$ cat config.mk
export PLATFORM = sky130hd
export DESIGN_NAME = cachepool_region_ctrl
export DESIGN_NICKNAME = d
export VERILOG_FILES = /design/src/rtl/cachepool_pkg.sv /design/src/rtl/cachepool_region_match.sv /design/src/rtl/cachepool_region_ctrl.sv
export SDC_FILE = /design/constraint.sdc
export NUM_CORES = 1
export LEC_CHECK = 0
export BUFFER_PORTS_ARGS = -buffer_cell sky130_fd_sc_hd__clkbuf_2
export CAP_MARGIN = 40
export CELL_PAD_IN_SITES_DETAIL_PLACEMENT = 1
export CELL_PAD_IN_SITES_GLOBAL_PLACEMENT = 1
export CORE_MARGIN = 3
export CORE_UTILIZATION = 40
export CTS_BUF_LIST = sky130_fd_sc_hd__clkbuf_4 sky130_fd_sc_hd__clkbuf_8 sky130_fd_sc_hd__clkbuf_16
export DETAILED_ROUTE_END_ITERATION = 8
export PLACE_DENSITY = 0.73
export SYNTH_ARGS = -nofsm -noshare
export SYNTH_HDL_FRONTEND = slang
export SYNTH_HIERARCHICAL = 1
export SYNTH_SLANG_ARGS = --single-unit
$ cat constraint.sdc
create_clock -name clk_i -period 46.2 [get_ports clk_i]
set_input_delay 2.31 -clock clk_i [delete_from_list [all_inputs] [get_ports clk_i]]
set_output_delay 2.31 -clock clk_i [all_outputs]
set_load 0.005 [all_outputs]
$ cat src/rtl/cachepool_pkg.sv
// Shared types for the cached-region controller: rule record, reset rule table
// and FSM state encoding.
package cachepool_pkg;

   localparam int unsigned MaxRegions   = 16;
   localparam int unsigned MaxAddrWidth = 64;

   typedef struct packed {
      logic [MaxAddrWidth-1:0] base;
      logic [MaxAddrWidth-1:0] mask;
      logic                    en;
   } region_rule_t;

   typedef region_rule_t [MaxRegions-1:0] rule_table_t;

   typedef enum logic [1:0] {
      StIdle,
      StFlush,
      StCommit
   } state_e;

   // Rule 0 caches the upper half of the address space, rule 1 the 8 MiB window at 0x5180_0000.
   function automatic rule_table_t default_rules();
      rule_table_t t;
      t    = '0;
      t[0] = '{base: 64'h8000_0000, mask: 64'h8000_0000, en: 1'b1};
      t[1] = '{base: 64'h5180_0000, mask: 64'hff80_0000, en: 1'b1};
      return t;
   endfunction

   localparam rule_table_t DefaultRules = default_rules();

endpackage

$ cat src/rtl/cachepool_region_match.sv
// Combinational region match: a rule hits when enabled and the masked address bits
// equal its base; the lowest-numbered hit wins.
module cachepool_region_match #(
   parameter int unsigned NumRegions = 4,
   parameter int unsigned AddrWidth  = 32,
   parameter int unsigned IdxWidth   = 2
) (
   input  logic [NumRegions-1:0][AddrWidth-1:0] base,
   input  logic [NumRegions-1:0][AddrWidth-1:0] mask,
   input  logic [NumRegions-1:0]                en,
   input  logic [AddrWidth-1:0]                 addr,
   output logic                                 hit,
   output logic [IdxWidth-1:0]                  hit_idx
);

   // Scan high to low so the last assignment is the lowest matching index.
   always_comb begin
      hit     = 1'b0;
      hit_idx = '0;
      for (int r = NumRegions - 1; r >= 0; r--) begin
         if (en[r] && (((addr ^ base[r]) & mask[r]) == '0)) begin
            hit     = 1'b1;
            hit_idx = IdxWidth'(r);
         end
      end
   end

endmodule

$ cat src/rtl/cachepool_region_ctrl.sv
// Cached-region rule controller: shadow table written by cfg, applied to the active
// lookup table only after every L1 bank has acknowledged a flush.
module cachepool_region_ctrl
   import cachepool_pkg::*;
#(
   parameter int unsigned NumRegions = 4,
   parameter int unsigned AddrWidth  = 32,
   parameter int unsigned NumBanks   = 4,
   parameter rule_table_t RstRules   = DefaultRules,
   localparam int unsigned IdxWidth  = (NumRegions > 1) ? $clog2(NumRegions) : 1
) (
   input  logic                 clk_i,
   input  logic                 rst_i,
   input  logic                 cfg_valid_i,
   output logic                 cfg_ready_o,
   input  logic [IdxWidth-1:0]  cfg_idx_i,
   input  logic [AddrWidth-1:0] cfg_base_i,
   input  logic [AddrWidth-1:0] cfg_mask_i,
   input  logic                 cfg_en_i,
   input  logic                 commit_i,
   output logic                 commit_done_o,
   output logic [NumBanks-1:0]  flush_req_o,
   input  logic [NumBanks-1:0]  flush_ack_i,
   input  logic                 lookup_valid_i,
   input  logic [AddrWidth-1:0] lookup_addr_i,
   output logic                 lookup_valid_o,
   output logic                 lookup_cached_o,
   output logic [IdxWidth-1:0]  lookup_hit_idx_o,
   output logic                 busy_o
);

   state_e state, state_next;
   logic   flush_started;
   logic   cfg_write;
   logic   match_hit;
   logic   lookup_use;
   logic [IdxWidth-1:0] match_idx;

   logic [NumRegions-1:0][AddrWidth-1:0] shadow_base, shadow_mask;
   logic [NumRegions-1:0][AddrWidth-1:0] active_base, active_mask;
   logic [NumRegions-1:0]                shadow_en, active_en;

   always_ff @(posedge clk_i or posedge rst_i) begin
      if (rst_i) state <= StIdle;
      else       state <= state_next;
   end

   always_comb begin
      state_next = state;
      case (state)
         StIdle:   if (commit_i) state_next = StFlush;
         StFlush:  if (flush_started && ((flush_req_o & ~flush_ack_i) == '0)) state_next = StCommit;
         StCommit: state_next = StIdle;
         default:  state_next = StIdle;
      endcase
   end

   always_comb begin
      cfg_ready_o   = (state == StIdle);
      busy_o        = (state != StIdle);
      commit_done_o = (state == StCommit);
   end

   // Requests rise one cycle after FLUSH entry; acks only clear bits that are still high.
   always_ff @(posedge clk_i or posedge rst_i) begin
      if (rst_i) begin
         flush_req_o   <= '0;
         flush_started <= 1'b0;
      end else if (state == StFlush) begin
         if (!flush_started) begin
            flush_req_o   <= '1;
            flush_started <= 1'b1;
         end else begin
            flush_req_o <= flush_req_o & ~flush_ack_i;
         end
      end else begin
         flush_req_o   <= '0;
         flush_started <= 1'b0;
      end
   end

   assign cfg_write = cfg_valid_i && cfg_ready_o && (32'(cfg_idx_i) < NumRegions);

   always_ff @(posedge clk_i or posedge rst_i) begin
      if (rst_i) begin
         for (int r = 0; r < NumRegions; r++) begin
            shadow_base[r] <= RstRules[r].base[AddrWidth-1:0];
            shadow_mask[r] <= RstRules[r].mask[AddrWidth-1:0];
            shadow_en[r]   <= RstRules[r].en;
            active_base[r] <= RstRules[r].base[AddrWidth-1:0];
            active_mask[r] <= RstRules[r].mask[AddrWidth-1:0];
            active_en[r]   <= RstRules[r].en;
         end
      end else begin
         if (cfg_write) begin
            shadow_base[cfg_idx_i] <= cfg_base_i;
            shadow_mask[cfg_idx_i] <= cfg_mask_i;
            shadow_en[cfg_idx_i]   <= cfg_en_i;
         end
         if (state == StCommit) begin
            active_base <= shadow_base;
            active_mask <= shadow_mask;
            active_en   <= shadow_en;
         end
      end
   end

   cachepool_region_match #(
      .NumRegions (NumRegions),
      .AddrWidth  (AddrWidth),
      .IdxWidth   (IdxWidth)
   ) u_match (
      .base    (active_base),
      .mask    (active_mask),
      .en      (active_en),
      .addr    (lookup_addr_i),
      .hit     (match_hit),
      .hit_idx (match_idx)
   );

   // Any lookup sampled outside IDLE reports uncached so no line is allocated on a stale table.
   assign lookup_use = lookup_valid_i && !busy_o && match_hit;

   always_ff @(posedge clk_i or posedge rst_i) begin
      if (rst_i) begin
         lookup_valid_o   <= 1'b0;
         lookup_cached_o  <= 1'b0;
         lookup_hit_idx_o <= '0;
      end else begin
         lookup_valid_o   <= lookup_valid_i;
         lookup_cached_o  <= lookup_use;
         lookup_hit_idx_o <= lookup_use ? match_idx : '0;
      end
   end

endmodule

# Yosys cells after proc, flatten, opt, wreduce, memory -nomap -nowiden
# Index checks and enable logic that the tools add are counted.
# word_totals
wordCells	80
register_bits	531
out_inout_bits	11
inputBits	108
# classes
mux	22
n_eq_ne	4
n_reduce_logical	18
n_lt_le_gt_ge	2
n_bitwise	10
# ops
cell	count
bitwise mux 128 bit	2
AND 32 bit	4
zero test 32 bit	4
bitwise XOR 32 bit	4
demux 32 bit (select 2 bit)	1
two-way mux 32 bit	1
two-way mux 2 bit	7
logical AND 1 bit	9
two-way mux 4 bit	2
two-way mux 1 bit	6
AND 4 bit	1
bitwise mux 4 bit	1
zero test 4 bit	1
NOT 4 bit	1
case mux 2 bit (2 select lines)	1
< comparator 2 x 3 -> 1 bit, second input constant	1
demux 1 bit (select 2 bit)	1
== test 2 x 1 -> 1 bit, second input constant	1
== test 2 bit, second input constant	1
>= comparator 2 x 1 -> 1 bit, second input constant	1
zero test 2 bit	1
!= test 2 x 1 -> 1 bit, second input constant	1
!= test 2 bit, second input constant	1
AND reduction 2 bit	1
other kinds (2)	2

# Logic depth before layout (Yosys ltp)
# Gate-level depths: netlist of run 1.
# logic_depth
word_depth	10
mapped_depth	8

# Cells and area by module
# Netlist of run 1, hierarchy kept.
# by_module_without_submodules
mod	seq_area_each_um2	instances	cells_per_inst	area_per_inst_um2
cachepool_region_ctrl	13330.3	1	1136	20392.1
cachepool_region_match	0.0	1	217	1818.0

# Worst setup path after synthesis of run 1
# OpenSTA, ideal clock, no wires.
# synth_path
kind	input-to-reg
from	input port lookup_addr_i[10]
to	register lookup_hit_idx_o[0]
t_arrival_ns	3.864
path_slack_ns	42.271
cell_stages	8
setup_ns	0.066
n_path_buf	0
cell_sequence	xor2_1 > a22o_1 > a221oi_1 > nand3_1 > or4_1 > nand4_1 > and3_1 > and2_1
# synth_via
elab_chain_cells	10
word_cells_on_any_way	26
# synth_lines
item	line_no	rtl
start, declared	cachepool_region_ctrl.sv:25	input logic [AddrWidth-1:0] lookup_addr_i,
bitwise XOR 32 bit	cachepool_region_match.sv:21	if (en[r] && (((addr ^ base[r]) & mask[r]) == '0)) begin
AND 32 bit	cachepool_region_match.sv:21	
zero test 32 bit	cachepool_region_match.sv:21	
logical AND 1 bit	cachepool_region_match.sv:21	
two-way mux 1 bit (3 in series)	cachepool_region_match.sv:21	
two-way mux 1 bit (*)	cachepool_region_match.sv:21	
named net match_hit	cachepool_region_ctrl.sv:35	logic match_hit;
logical AND 1 bit (*)	cachepool_region_ctrl.sv:122	assign lookup_use = lookup_valid_i && !busy_o && match_hit;
named net lookup_use	cachepool_region_ctrl.sv:36	logic lookup_use;
two-way mux 2 bit (*)	cachepool_region_ctrl.sv:132	lookup_hit_idx_o <= lookup_use ? match_idx : '0;
end signal, assigned	cachepool_region_ctrl.sv:132	
end, declared	cachepool_region_ctrl.sv:28	output logic [IdxWidth-1:0] lookup_hit_idx_o,
# The timed path passes the listed nets; every way through them passes the cells marked *.
# A chain may end at the register's enable or synchronous reset.

# Final worst setup path of run 1
# layout_path
from	input port lookup_addr_i[27]
to	register lookup_hit_idx_o[0]
# The elaborated chain is that of the path after synthesis.

==> results of run 1 <==
flip-flops by register name (all words and copies together) (netlist names):
| register | cells |
|---|---|
| active_en | 4 |
| lookup_valid_o | 1 |
| lookup_cached_o | 1 |
| shadow_base | 128 |
| flush_req_o | 4 |
| active_mask | 128 |
| active_base | 128 |
| lookup_hit_idx_o | 2 |
| state | 2 |
| shadow_mask | 128 |
| shadow_en | 4 |
| flush_started | 1 |
metrics by stage:
| stage | total power [mW] | util (%) | std cells |
|---|---|---|---|
| global placement | 1.321 | 43.05 | 2167 |
| detailed placement | 1.363 | 43.40 | 2175 |
| floorplan | 1.194 | - | 1353 |
| global route | 1.954 | 47.21 | 2281 |
| finish | 1.854 | 47.21 | 2281 |
| CTS | 1.873 | 47.21 | 2281 |
critical path, stage by stage:
cell and delay [ps]:
sky130_fd_sc_hd__clkbuf_2 140, sky130_fd_sc_hd__xor2_1 250, sky130_fd_sc_hd__a22o_1 330, sky130_fd_sc_hd__a221oi_1 410, sky130_fd_sc_hd__nand4_1 250, sky130_fd_sc_hd__or4_1 530
sky130_fd_sc_hd__nand4_1 110, sky130_fd_sc_hd__and3_1 200, sky130_fd_sc_hd__and2_1 140
metal layers:
layer / global-route usage, % / up-vias / part of all wire (%)
li1: - / 5127 / -
met1: 25.44 / 6392 / 44
met2: 33.59 / 182 / 50
met3: 3.035 / 72 / 4.0
met4: 4.891 / 4 / 2.0
met5: 0 / - / 0.048
synthesized netlist by cell type (3+ instances only):
cell type	instances	area, um^2
sky130_fd_sc_hd__dfstp_2	34	893.4
sky130_fd_sc_hd__a221oi_2	3	45.04
sky130_fd_sc_hd__mux2_1	8	90.09
sky130_fd_sc_hd__a22o_1	12	105.1
sky130_fd_sc_hd__nand2b_1	5	31.28
sky130_fd_sc_hd__buf_4	22	165.2
sky130_fd_sc_hd__inv_1	5	18.77
sky130_fd_sc_hd__buf_6	21	236.5
sky130_fd_sc_hd__buf_2	14	70.07
sky130_fd_sc_hd__nand3_1	9	45.04
sky130_fd_sc_hd__nand2_1	7	26.28
sky130_fd_sc_hd__xor2_1	128	1121
sky130_fd_sc_hd__mux2_2	362	4076
sky130_fd_sc_hd__a22oi_1	32	240.2
sky130_fd_sc_hd__mux2_4	150	2252
sky130_fd_sc_hd__a222oi_1	4	40.04
sky130_fd_sc_hd__a21oi_1	5	25.02
sky130_fd_sc_hd__nand4_1	10	62.56
sky130_fd_sc_hd__dfrtp_1	497	12440
sky130_fd_sc_hd__a221oi_1	9	78.83
power breakdown:
part	total [mW]	switching (mW)	internal (mW)	leakage, nW
clock network	0.494	0.188	0.306	1.04
logic	0.521	0.219	0.302	4.45
registers	0.839	0.136	0.703	6.45
total	1.85	0.543	1.31	11.9
worst min path at each step:
stage | cells after the start | end | slack, ps | start
5_1_grt | 1 | shadow_base[114] | 510 | shadow_base[114]
3_3_place_gp | 1 | shadow_mask[98] | 470 | shadow_mask[98]
4_1_cts | 1 | shadow_base[114] | 500 | shadow_base[114]
6_report | 1 | shadow_base[114] | 490 | shadow_base[114]
3_5_place_dp | 1 | shadow_base[114] | 480 | shadow_base[114]
2_1_floorplan | 1 | shadow_base[111] | 460 | shadow_base[111]
area by class of cell:
type / count / area share (%)
Clock buffer: 84 / 6.813
Clock inverter: 22 / 1.263
Inverter: 5 / 0.1024
Multi-Input combinational cell: 760 / 32.76
Sequential cell: 531 / 51.96
Tap cell: 739 / 3.604
Timing Repair Buffer: 140 / 3.502
cells by family (layout without fill, tap and decap cells):
logic type,count (synthesis),count (layout),synth area share [%]
multiplexers,520,520,28.90
flip-flops,531,531,60.02
buffers and inverters,62,251,2.208
XOR/XNOR,128,128,5.048
AO/OA/AOI/OAI,67,67,2.507
AND/OR/NAND/NOR,45,45,1.318
==> flow_results.org, run 1 <==
** Floorplanning
- Boundary pin count :: between 100 and 150
- Horizontal die dimension :: 241.6 um
- Die Y :: 241.6 um
- The floorplan has 85 rows.
- For this configuration, the core starts out at a cell density of 40.87%.
- The floorplan step defined a core boundary enclosing between 50000 and 60000 um^2.
- The floorplan step defined a die boundary enclosing 58390 um^2.

** Synth
- Each instance of the synthesized netlist takes up on average 16.42 um^2.
- The most used flip-flop cell after synthesis is sky130_fd_sc_hd__dfrtp_1.
- Number of synthesized flops with an enable pin :: 0
- Net count after synthesis :: 1461
- Of the synthesized area, sequential elements account for 60.02%.
- Number of storage elements in the synthesis netlist :: 531
- Count of distinct cell types in the synthesized netlist :: 33
- The Yosys step of the flow raised 6 warnings.
- Of all flip-flops after synthesis, the portion carrying an async set or reset was 100.0%.
- After synthesis the cells add up to 22210 um^2.
- Gate Count Post-Synth :: 1353

** Place
- Placed Area :: 23580 um^2
- GP Congestion :: between 0.7 and 0.8
- Detailed Place HPWL :: about 38 mm
- Buffers placed on the I/O ports in this run total 118.
- Timing analysis after detailed placement gives a worst setup slack of 41480 ps.

** Setup path
- Critical path startpoint :: lookup_addr_i[27]
- Worst R2R End :: active_mask[32]
- Logic depth of the worst register-to-register path :: 4
- Of all nets on the critical path, the largest fanout is 4.
- Kind of launch point of the worst setup path :: input port
- The critical path in this run is classified as in2reg.
- Across all register-to-register paths, the minimum setup slack is 42900 ps.
- Critical path endpoint category :: register
- Termination of the worst setup path :: lookup_hit_idx_o[0]
- Worst endpoint data arrival time :: 4670 ps
- Required @ worst endpoint :: 46740 ps
- Origin of the critical flop-to-flop path :: state[0]

** GRT
- Number of antenna violations at the first check in global routing :: 4
- Wire length of the first global-routing pass :: 86.56 mm
- Across every metal layer, demand over resource in global routing totals 19.36%.
- Entering global routing, the biggest net connects 177 pins.
- Number of global-route vias before repair :: 13.46k
- Total congestion overflow after global routing :: 0

** Clocking
- Number of hold-repair buffers added at the cts stage :: 0
- In this run the number of H-tree levels came out at 2.
- Insertion delay to the later sink of the worst-skew pair :: around 600 ps
- Clock tree from TritonCTS :: done
- Post-CTS setup buffer count :: 0
- Cell chosen for the clock root :: sky130_fd_sc_hd__clkbuf_16
- Clock Pin Slew Worst Setup and Hold Paths :: 60 ps
- TritonCTS created between 50 and 60 clock buffers.
- The clock passes through at most 3 buffers.
- Sinks on the clock net :: ~530
- Post-CTS repair changed the size of 0 cells.

** Cells and area
- Post-layout net count :: 1602
- The filler cells instantiated in the layout total 5215.
- In the final layout, the multi-input gates occupy 8404 um^2.
- Commonest non-fill, non-tap cell in the layout :: sky130_fd_sc_hd__dfrtp_1
- The number of antenna diodes in the final layout is 0.
- Once layout is done, the placed cells without fillers occupy 25660 um^2.
- Relative to the synthesized area, the layout overhead comes to 15.51%.
- Proportion of layout cells with a drive suffix above 1 :: 52.27%
- Across the whole layout, storage elements account for 13330 um^2.
- The library cells used most frequently in the layout, excluding fill and tap cells, are sky130_fd_sc_hd__dfrtp_1, sky130_fd_sc_hd__mux2_2, sky130_fd_sc_hd__mux2_4.

** Timing
- Finish-stage setup viols :: 0
- Worst-margin pin slew :: 1193 ps
- The routed design could run at a clock period as short as 4133 ps.
- Across all hold checks on the routed design, the worst slack comes to 492.1 ps.
- Summed over all failing endpoints, the final setup total negative slack is 0 ps.
- The worst path meets setup with 42070 ps of slack.
- Worst-case headroom to the max-slew limit :: 20.49%
- Worst-case clock skew :: 11.83 ps
- In the finished design, the share of the clock period the worst path needs comes to 8.947%.
- Maximum frequency from static timing analysis :: 0.2419 GHz
- The final max-slew violation count came to 0.
- Setup repair after global routing missed its margin :: no
- The number of failing hold endpoints at the final stage came to 0.

** Power and ir drop
- Dividing total power by cell area gives a power density of 72.26 nW/um^2.
- Across the VDD grid, the largest voltage drop is 0.03666 mV.
- Leakage dissipation :: 11.93 nW

** Status
- Result of the run :: completed

** Run
- Max-cap violations :: 0

** Drt
- In this run the remaining antenna-violating nets after routing total 0.
- Wirelength, routed :: 56.08 mm
- After detailed routing, the number of remaining DRC violations is 0.
- Wire per inst :: 24.58 um
- Number of vias per cell :: 5.163
- The pre-antenna-repair detailed-routing pass consisted of 5 iterations.
- The routed layout has 11.78k vias.
- Starting DRC count in detailed routing :: 582

** Worst hold path
- The min-delay analysis places its worst path in the category reg2reg.
(Power assumes the default switching activity.)
==> run 2: changes to the inputs <==
==> constraint.sdc (replaced) <==
create_clock -name clk_i -period 4 [get_ports clk_i]
set_input_delay 0.2 -clock clk_i [delete_from_list [all_inputs] [get_ports clk_i]]
set_output_delay 0.2 -clock clk_i [all_outputs]
set_load 0.005 [all_outputs]
==> flow_results.org, run 2 (same netlist as run 1, synthesis figures left out) <==
** GRT
- Total congestion overflow after global routing :: 0 (unchanged)
- Wire length of the first global-routing pass :: 86.71 mm (+0.18%)
- The via count of the first global-routing pass was 13.54k (+0.53%).
- Number of antenna violations at the first check in global routing :: 6 (+2)
- Largest net degree at the start of global routing :: 109 (-38%)
- Total GRT Usage :: 19.49% (+0.13 points)

** Drt
- Starting DRC count in detailed routing :: 628 (+7.9%)
- Via Count :: 12.02k (+2.0%)
- Wirelength, routed :: 56.39 mm (+0.55%)
- The average wire per standard cell came to 24.01 um (-2.3%).
- Number of vias per cell :: 5.117 (-0.89%)
- The detailed-routing iteration count for the pre-antenna-repair pass is 4 (-1).
- Post-route ant nets :: 0 (unchanged)
- The total DRC errors in the routed layout was 0 (unchanged).

** Worst hold path
- The tightest min-delay check is of the in2reg type.

** Clocking
- TritonCTS Buffers :: 55 (-1.8%)
- The maximum clock insertion buffer count was 3 (unchanged).
- Clock Pin Slew Worst Setup and Hold Paths :: 60 ps (about the same)
- CTS placed an instance of sky130_fd_sc_hd__clkbuf_16 at the clock tree root.
- Clock tree from TritonCTS :: done
- The clock sink count is 531 (unchanged).
- The number of instances resized during post-cts repair is 0 (unchanged).
- The number of levels in the clock H-tree is 2 (unchanged).
- The clock latency of the later-clocked register in the worst-skew pair came to 600 ps (about the same).

** Power and ir drop
- The post-route total power is 20.81 mW (+1000%).
- The standby leakage power is 12.07 nW (+1.1%).
- Cell Pwr Density :: 798.9 nW/um^2 (+1000%)
- The largest vdd supply drop is 0.3316 mV (+800%).

** Timing
- Setup repair after global routing left no endpoint under its margin.
- The worst-case hold slack came to 37.28 ps (-454.8 ps).
- The clock skew after layout was 15.40 ps (+3.570 ps).
- Worst-margin pin slew :: 804.4 ps (-388.3 ps)
- Final count of pins violating max slew :: 0 (unchanged)
- The worst path setup slack after routing is 1339 ps (-40730 ps).
- Crit path time final :: 2661 ps
- The number of failing hold endpoints at the final stage was 0 (unchanged).
- The final number of setup-violating endpoints is 0 (unchanged).
- The max-slew headroom at the worst pin is 46.37% (+26 points).
- In the finished design, the share of the clock period the worst path needs comes to 66.51%.
- Maximum frequency from static timing analysis :: around 0.38 GHz

** Floorplanning
- The core area was 54350 um^2 (unchanged).
- Horizontal die dimension :: 241.6 um (unchanged)
- The count of pins on the block boundary came to 119 (unchanged).
- The row count is 85 (unchanged).
- Effective utilization at floorplan :: 40.87% (unchanged)
- The vertical extent of the die was 241.6 um (unchanged).
- Total Die Area :: 58390 um^2 (unchanged)

** Setup path
- The maximum fanout along the worst path was 3 (-1).
- Critical path endpoint category :: register
- The required time of the critical path was 4550 ps (-42190 ps).
- The worst path arrival time came to 3210 ps (-1460 ps).
- The signal on the critical path passes through xor2_1, a22o_1, a221oi_1, nand3_1, or4_1, nand4_1, and3_1, and2_1.
- Kind of launch point of the worst setup path :: register
- CP Class :: reg2reg
- On the critical path, the stage with the largest delay is an instance of sky130_fd_sc_hd__a221oi_1.
- Maximum cell stage delay along the critical path :: 610 ps (+80 ps)

** Place
- The global placement routability congestion was 0.7845 (+1.2%).
- The detailed placer's ending HPWL was 37.65 mm (-1.0%).
- The instance count after placement with tap cells included is 2172 (-0.14%).
- Number of I/O port buffers :: 118 (unchanged)
- The post-placement setup slack is 1365 ps (-40110 ps).
- Placed Area :: 23550 um^2 (-0.13%)

** Cells and area
- The area growth from synthesis to layout is 17.27%.
- The net total in the final layout came to 1668 (+4.1%).
- The fraction of layout cells with a size suffix above 1 is 49.78% (-2.5 points).
- The library cell used most frequently in the layout, excluding fill and tap cells, is sky130_fd_sc_hd__dfrtp_1.
- The number of standard cells in the layout, taps in and fillers out is 2348 (+2.9%).
- In the layout the commonest cells are sky130_fd_sc_hd__dfrtp_1, sky130_fd_sc_hd__mux2_2, sky130_fd_sc_hd__mux2_4.
- The post-route standard cell area excluding fillers was 26050 um^2 (+1.5%).

** Status
- The flow ran to the end, and the final reports show no timing, DRC or antenna violations.

** Run
- Max-cap violations :: 0 (unchanged)
==> run 2: final timing paths <==
kind                                        to  slack (ps)  depth (start not counted)        startpoint
max in group asynchronous      active_base[87]        2800                          5             rst_i
min reg2reg                   shadow_base[111]         500                          1  shadow_base[111]
max                        lookup_hit_idx_o[1]        1340                          8   active_base[58]
min in group asynchronous      shadow_base[42]         310                          4             rst_i
max reg2reg                lookup_hit_idx_o[1]        1340                          8   active_base[58]
min                            shadow_mask[77]          40                          2    cfg_mask_i[13]
==> run 2: through the flow <==
| step | utilization, % | setup TNS (ps) |
|---|---|---|
| 2_1_floorplan | - | -1731830 |
| 3_3_place_gp | 43.30 | 0 |
| 3_5_place_dp | 43.34 | 0 |
| 4_1_cts | 47.91 | 0 |
| 5_1_grt | 47.92 | 0 |
| 6_report | 47.92 | 0 |
==> run 2: repair_timing <==
action                    4_1_cts  5_1_grt
hold endpoints to repair      455        0
hold buffers                   70        0
setup buffers                   0        0
==> run 2: cell type report <==
class	count	area [um^2]
Fill cell	5223	28300
Sequential cell	531	13330
Multi-Input combinational cell	760	8404
Clock buffer	87	1684
Timing Repair Buffer	207	1572
Tap cell	739	924.6
Clock inverter	15	97.59
Inverter	5	22.52
Antenna cell	4	10.01
==> run 2: where the power goes <==
group          switching [mW]  internal [mW]
registers                1.55           8.12
clock network            2.13           2.89
logic                    2.58           3.53
==> run 2: critical path, delay by kind of cell (launching register included) <==
| family | cells | cell delay, ps |
|---|---|---|
| and+or+nand+nor | 5 | 1130 |
| DFF | 1 | 390 |
| AOI/OAI and AO/OA | 2 | 880 |
| xor gates and xnor gates | 1 | 180 |
==> run 2: layer usage <==
layer,GRT usage [%],vias to the layer above,part of all wire (%),wire [um]
li1,-,5247,-,-
met1,25.11,6502,43,24450
met2,33.36,191,50,28070
met3,4.254,71,4.4,2494
met4,5.212,4,2.4,1336
met5,0,-,0.048,27
==> run 3: changes to the inputs <==
--- a/config.mk
+++ b/config.mk
@@ -5,6 +5,7 @@
 export SDC_FILE = /design/constraint.sdc
 export NUM_CORES = 1
 export LEC_CHECK = 0
+export ABC_AREA = 1
 export BUFFER_PORTS_ARGS = -buffer_cell sky130_fd_sc_hd__clkbuf_2
 export CAP_MARGIN = 40
 export CELL_PAD_IN_SITES_DETAIL_PLACEMENT = 1
@@ -13,7 +14,7 @@
 export CORE_UTILIZATION = 40
 export CTS_BUF_LIST = sky130_fd_sc_hd__clkbuf_4 sky130_fd_sc_hd__clkbuf_8 sky130_fd_sc_hd__clkbuf_16
 export DETAILED_ROUTE_END_ITERATION = 8
-export PLACE_DENSITY = 0.73
+export PLACE_DENSITY = 0.82
 export SYNTH_ARGS = -nofsm -noshare
 export SYNTH_HDL_FRONTEND = slang
 export SYNTH_HIERARCHICAL = 1
==> constraint.sdc (replaced) <==
create_clock -name clk_i -period 2.4 [get_ports clk_i]
set_input_delay 0.12 -clock clk_i [delete_from_list [all_inputs] [get_ports clk_i]]
set_output_delay 0.12 -clock clk_i [all_outputs]
set_load 0.005 [all_outputs]
==> flow_results.org, run 3 <==
** Cells and area
- The post-route standard cell area excluding fillers is 26180 um^2 (+0.52%).
- Post-layout net count :: 2881 (+73%)
- Proportion of layout cells with a drive suffix above 1 :: 11.28% (-38 points)
- The count of fill cells added during filler insertion came to 6361 (+22%).
- Leaving out fill and tap cells, the most frequent cell in the layout is sky130_fd_sc_hd__nand2_1.
- Relative to the synthesized area, the layout overhead comes to 17.89%.
- Highest-count cells in the layout ignoring fill and taps :: sky130_fd_sc_hd__nand2_1, sky130_fd_sc_hd__dfrtp_1, sky130_fd_sc_hd__o21ai_0

** Drt
- Via Count :: 18.32k (+52%)
- The routed via count divided by cell count came to 5.148 (+0.59%).
- The overall routed net length was 71.23 mm (+26%).
- The number of routed nets with antenna violations came to 0 (unchanged).
- DR pass1 iterations :: 5 (+1)
- The average wire per standard cell came to 20.02 um (-17%).
- Starting DRC count in detailed routing :: 1153 (+84%)
- DR DRC count :: 0 (unchanged)

** Place
- The detailed placer's ending HPWL is 47.62 mm (+26%).
- Placed Area :: 23520 um^2 (-0.14%)
- GP Congestion :: 0.9029 (+15%)
- Number of I/O port buffers :: 118 (unchanged)

** Timing
- Worst-margin pin slew :: 674.0 ps (-130.4 ps)
- The final max-slew violation count is 0 (unchanged).
- The number of failing hold endpoints at the final stage is 0 (unchanged).
- Setup repair after global routing missed its margin :: no
- The setup TNS after final layout came to 0 ps (unchanged).
- Minimum hold slack :: 111.9 ps (+74.65 ps)
- Worst-case clock skew :: 30.19 ps (+14.79 ps)
- Static timing analysis puts the maximum clock frequency at 0.4469 GHz.
- Crit path time final :: 2237 ps
- Finish-stage setup viols :: 0 (unchanged)
- Part of the cycle the worst path needs :: 93.23%
- The max-slew headroom at the worst pin was 55.06% (+8.7 points).

** Clocking
- Clock Pin Slew Worst Setup and Hold Paths :: 60 ps (about the same)
- The post-CTS setup buffer count came to 0 (unchanged).
- Maximum count of clock buffers along a single path :: 3 (unchanged)
- The clock sink count was 531 (unchanged).
- H-Tree Depth :: 2 (unchanged)
- TritonCTS built the clock tree.
- The number of CTS-inserted buffers was 55 (unchanged).
- The clock latency of the later-clocked register in the worst-skew pair was 630 ps (+30 ps).
- The cell sitting at the root of the clock tree is a sky130_fd_sc_hd__clkbuf_16.

** GRT
- Total congestion overflow after global routing :: 0 (unchanged)
- Number of global-route vias before repair :: 20.51k (+52%)
- The pin count of the biggest net entering global routing was 131 (+20%).
- Wire length of the first global-routing pass :: 113.3 mm (+31%)
- Total GRT Usage :: 24.50% (+5.0 points)
- Number of antenna violations at the first check in global routing :: 4 (-2)

** Synth
- The synthesized area per cell came to 8.512 um^2 (-48%).
- The post-synthesis sequential element count was 531 (unchanged).
- Library cell with the largest summed area after synthesis :: sky130_fd_sc_hd__dfrtp_1
- The post-synthesis instance area is 22210 um^2 (about the same).
- Net count after synthesis :: 2717 (+86%)
- Cells taking the most area after synthesis :: sky130_fd_sc_hd__dfrtp_1, sky130_fd_sc_hd__nand2_1, sky130_fd_sc_hd__o21ai_0
- The commonest cells after synthesis are sky130_fd_sc_hd__nand2_1, sky130_fd_sc_hd__dfrtp_1, sky130_fd_sc_hd__o21ai_0.
- Portion of the post-synthesis area used by sequential elements :: 60.02% (about the same)
- Area fraction of the dominant cell type after synthesis :: 56.00% (about the same)
- The number of enable-type register cells in the synthesized netlist came to 0 (unchanged).
- Count of distinct cell types in the synthesized netlist :: 28 (-15%)
- Among all flip-flop cells after synthesis, the most frequent one is sky130_fd_sc_hd__dfrtp_1.
- Among all cell types in the netlist, the one instantiated most often is sky130_fd_sc_hd__nand2_1.
- The share of synthesized registers carrying an async set or reset came to 100.0% (unchanged).
- The number of instances in the synthesized netlist was 2609 (+93%).
- The count of synthesis-stage warnings from yosys came to 6 (unchanged).

** Setup path
- Combined buffer and inverter count along the critical path :: 4 (+4)
- The critical path ends at commit_done_o.
- Max Fanout on Critical Path :: 50 (+47)
- Required @ worst endpoint :: 2280 ps (-2270 ps)
- On the critical path, the stage with the largest delay is an instance of sky130_fd_sc_hd__dfrtp_1.
- Largest delay share family, worst path :: buffers and inverters
- The minimum setup slack among reg-to-reg paths is 430 ps (-910 ps).
- Worst R2R End :: lookup_hit_idx_o[0]
- Critical path endpoint category :: primary output
- Worst endpoint data arrival time :: 2120 ps (-1090 ps)
- Walking the worst path, the cells encountered are inv_2, nand2_8, inv_16, buf_12, clkbuf_2.
- The worst setup path is launched from a register.
- The delay of the slowest critical-path stage came to 410 ps (-200 ps).
- Critical path startpoint :: state[0]
- By startpoint and endpoint, the worst setup path is classified as reg2out.
- Cell count along the critical path :: 5 (-3)
- In this run the critical register-to-register path is launched from active_base[58].
- Logic depth of the worst register-to-register path :: 13 (+5)

** Floorplanning
- Total Die Area :: 58390 um^2 (about the same)
- The effective utilization at floorplan came to 40.87% (about the same).
- Die Y :: 241.6 um (about the same)
- The core area is 54350 um^2 (unchanged).
- Horizontal die dimension :: 241.6 um (about the same)
- Boundary pin count :: 119 (unchanged)
- Core Rows :: 85 (unchanged)

** Worst hold path
- The min-delay analysis places its worst path in the category in2async.

** Power and ir drop
- Cell Pwr Density :: 1266 nW/um^2 (+58%)
- Peak ir drop on the vdd network :: 0.5826 mV (+76%)
- The standby leakage power came to 13.66 nW (+13%).

** Run
- The max-capacitance violation count is 0 (unchanged).

** Status
- Result of the run :: completed
-- run 3: area by class of cell --
cell class	count	area [um^2]	area share, %
repair buffers	225	1789	6.834
inverters	148	575.6	2.198
well taps	739	924.6	3.532
clock buffers	79	1655	6.323
diodes	1	2.502	0.009558
multi-input cells	1812	7640	29.18
flip-flops and latches	531	13330	50.92
clock inverters	23	262.8	1.004
-- run 3: cells by family (layout without fill, tap and decap cells) --
logic type,after synthesis,in the layout,synth area share (%)
and+or+nand+nor,1515,1515,27.23
other,0,1,0
AOI/OAI and AO/OA,283,283,6.428
xor gates and xnor gates,14,14,0.5521
buffers and inverters,266,475,5.763
DFF,531,531,60.02
-- run 3: layer usage --
| metal | track usage (%) | wire, um | vias to the layer above |
|---|---|---|---|
| met4 | 10.21 | 3003 | 6 |
| met2 | 43.43 | 36010 | 364 |
| li1 | - | - | 8411 |
| met5 | 0 | 46 | - |
| met1 | 30.09 | 29380 | 9398 |
| met3 | 3.323 | 2792 | 136 |
-- run 3: power breakdown --
| part | switching [mW] | internal [mW] |
|---|---|---|
| Clock | 3.72 | 5.33 |
| Combinational | 5.38 | 3.00 |
| Sequential | 2.67 | 13.0 |
-- run 3: how the worst min path moves through the flow --
stage / start / endpoint / slack (ps) / cells after the start
floorplan: lookup_valid_i / lookup_valid_o / 150 / 0
global placement: rst_i / shadow_base[124] / 200 / 2
detailed placement: rst_i / shadow_base[124] / 200 / 2
CTS: cfg_valid_i / shadow_base[62] / 100 / 5
global route: rst_i / active_base[124] / 130 / 3
finish: rst_i / active_base[124] / 110 / 3
-- run 3: per-stage QoR --
stage          setup slack [ps]  total power [mW]  cells  util (%)
2_1_floorplan             -4910             20.66   2609         -
3_3_place_gp              530.5             23.05   3382     43.28
3_5_place_dp              477.8             23.88   3382     43.28
4_1_cts                   5.531             33.30   3557     48.15
5_1_grt                   55.47             35.34   3557     48.17
6_report                  162.5             33.14   3558     48.18
-- run 3: worst reg2reg max path, delay by kind of cell, from the launching register on --
| kind | cells | cell delay [ps] |
|---|---|---|
| simple gates | 11 | 1390 |
| flops | 1 | 400 |
| buf+inv | 2 | 110 |
-- run 3: timing repair --
item / in CTS / in global routing
endpoints found under the setup margin: 0 / 1
hold buffers: 73 / 0
resized for setup: 0 / 4
hold endpoints to repair: 332 / 0
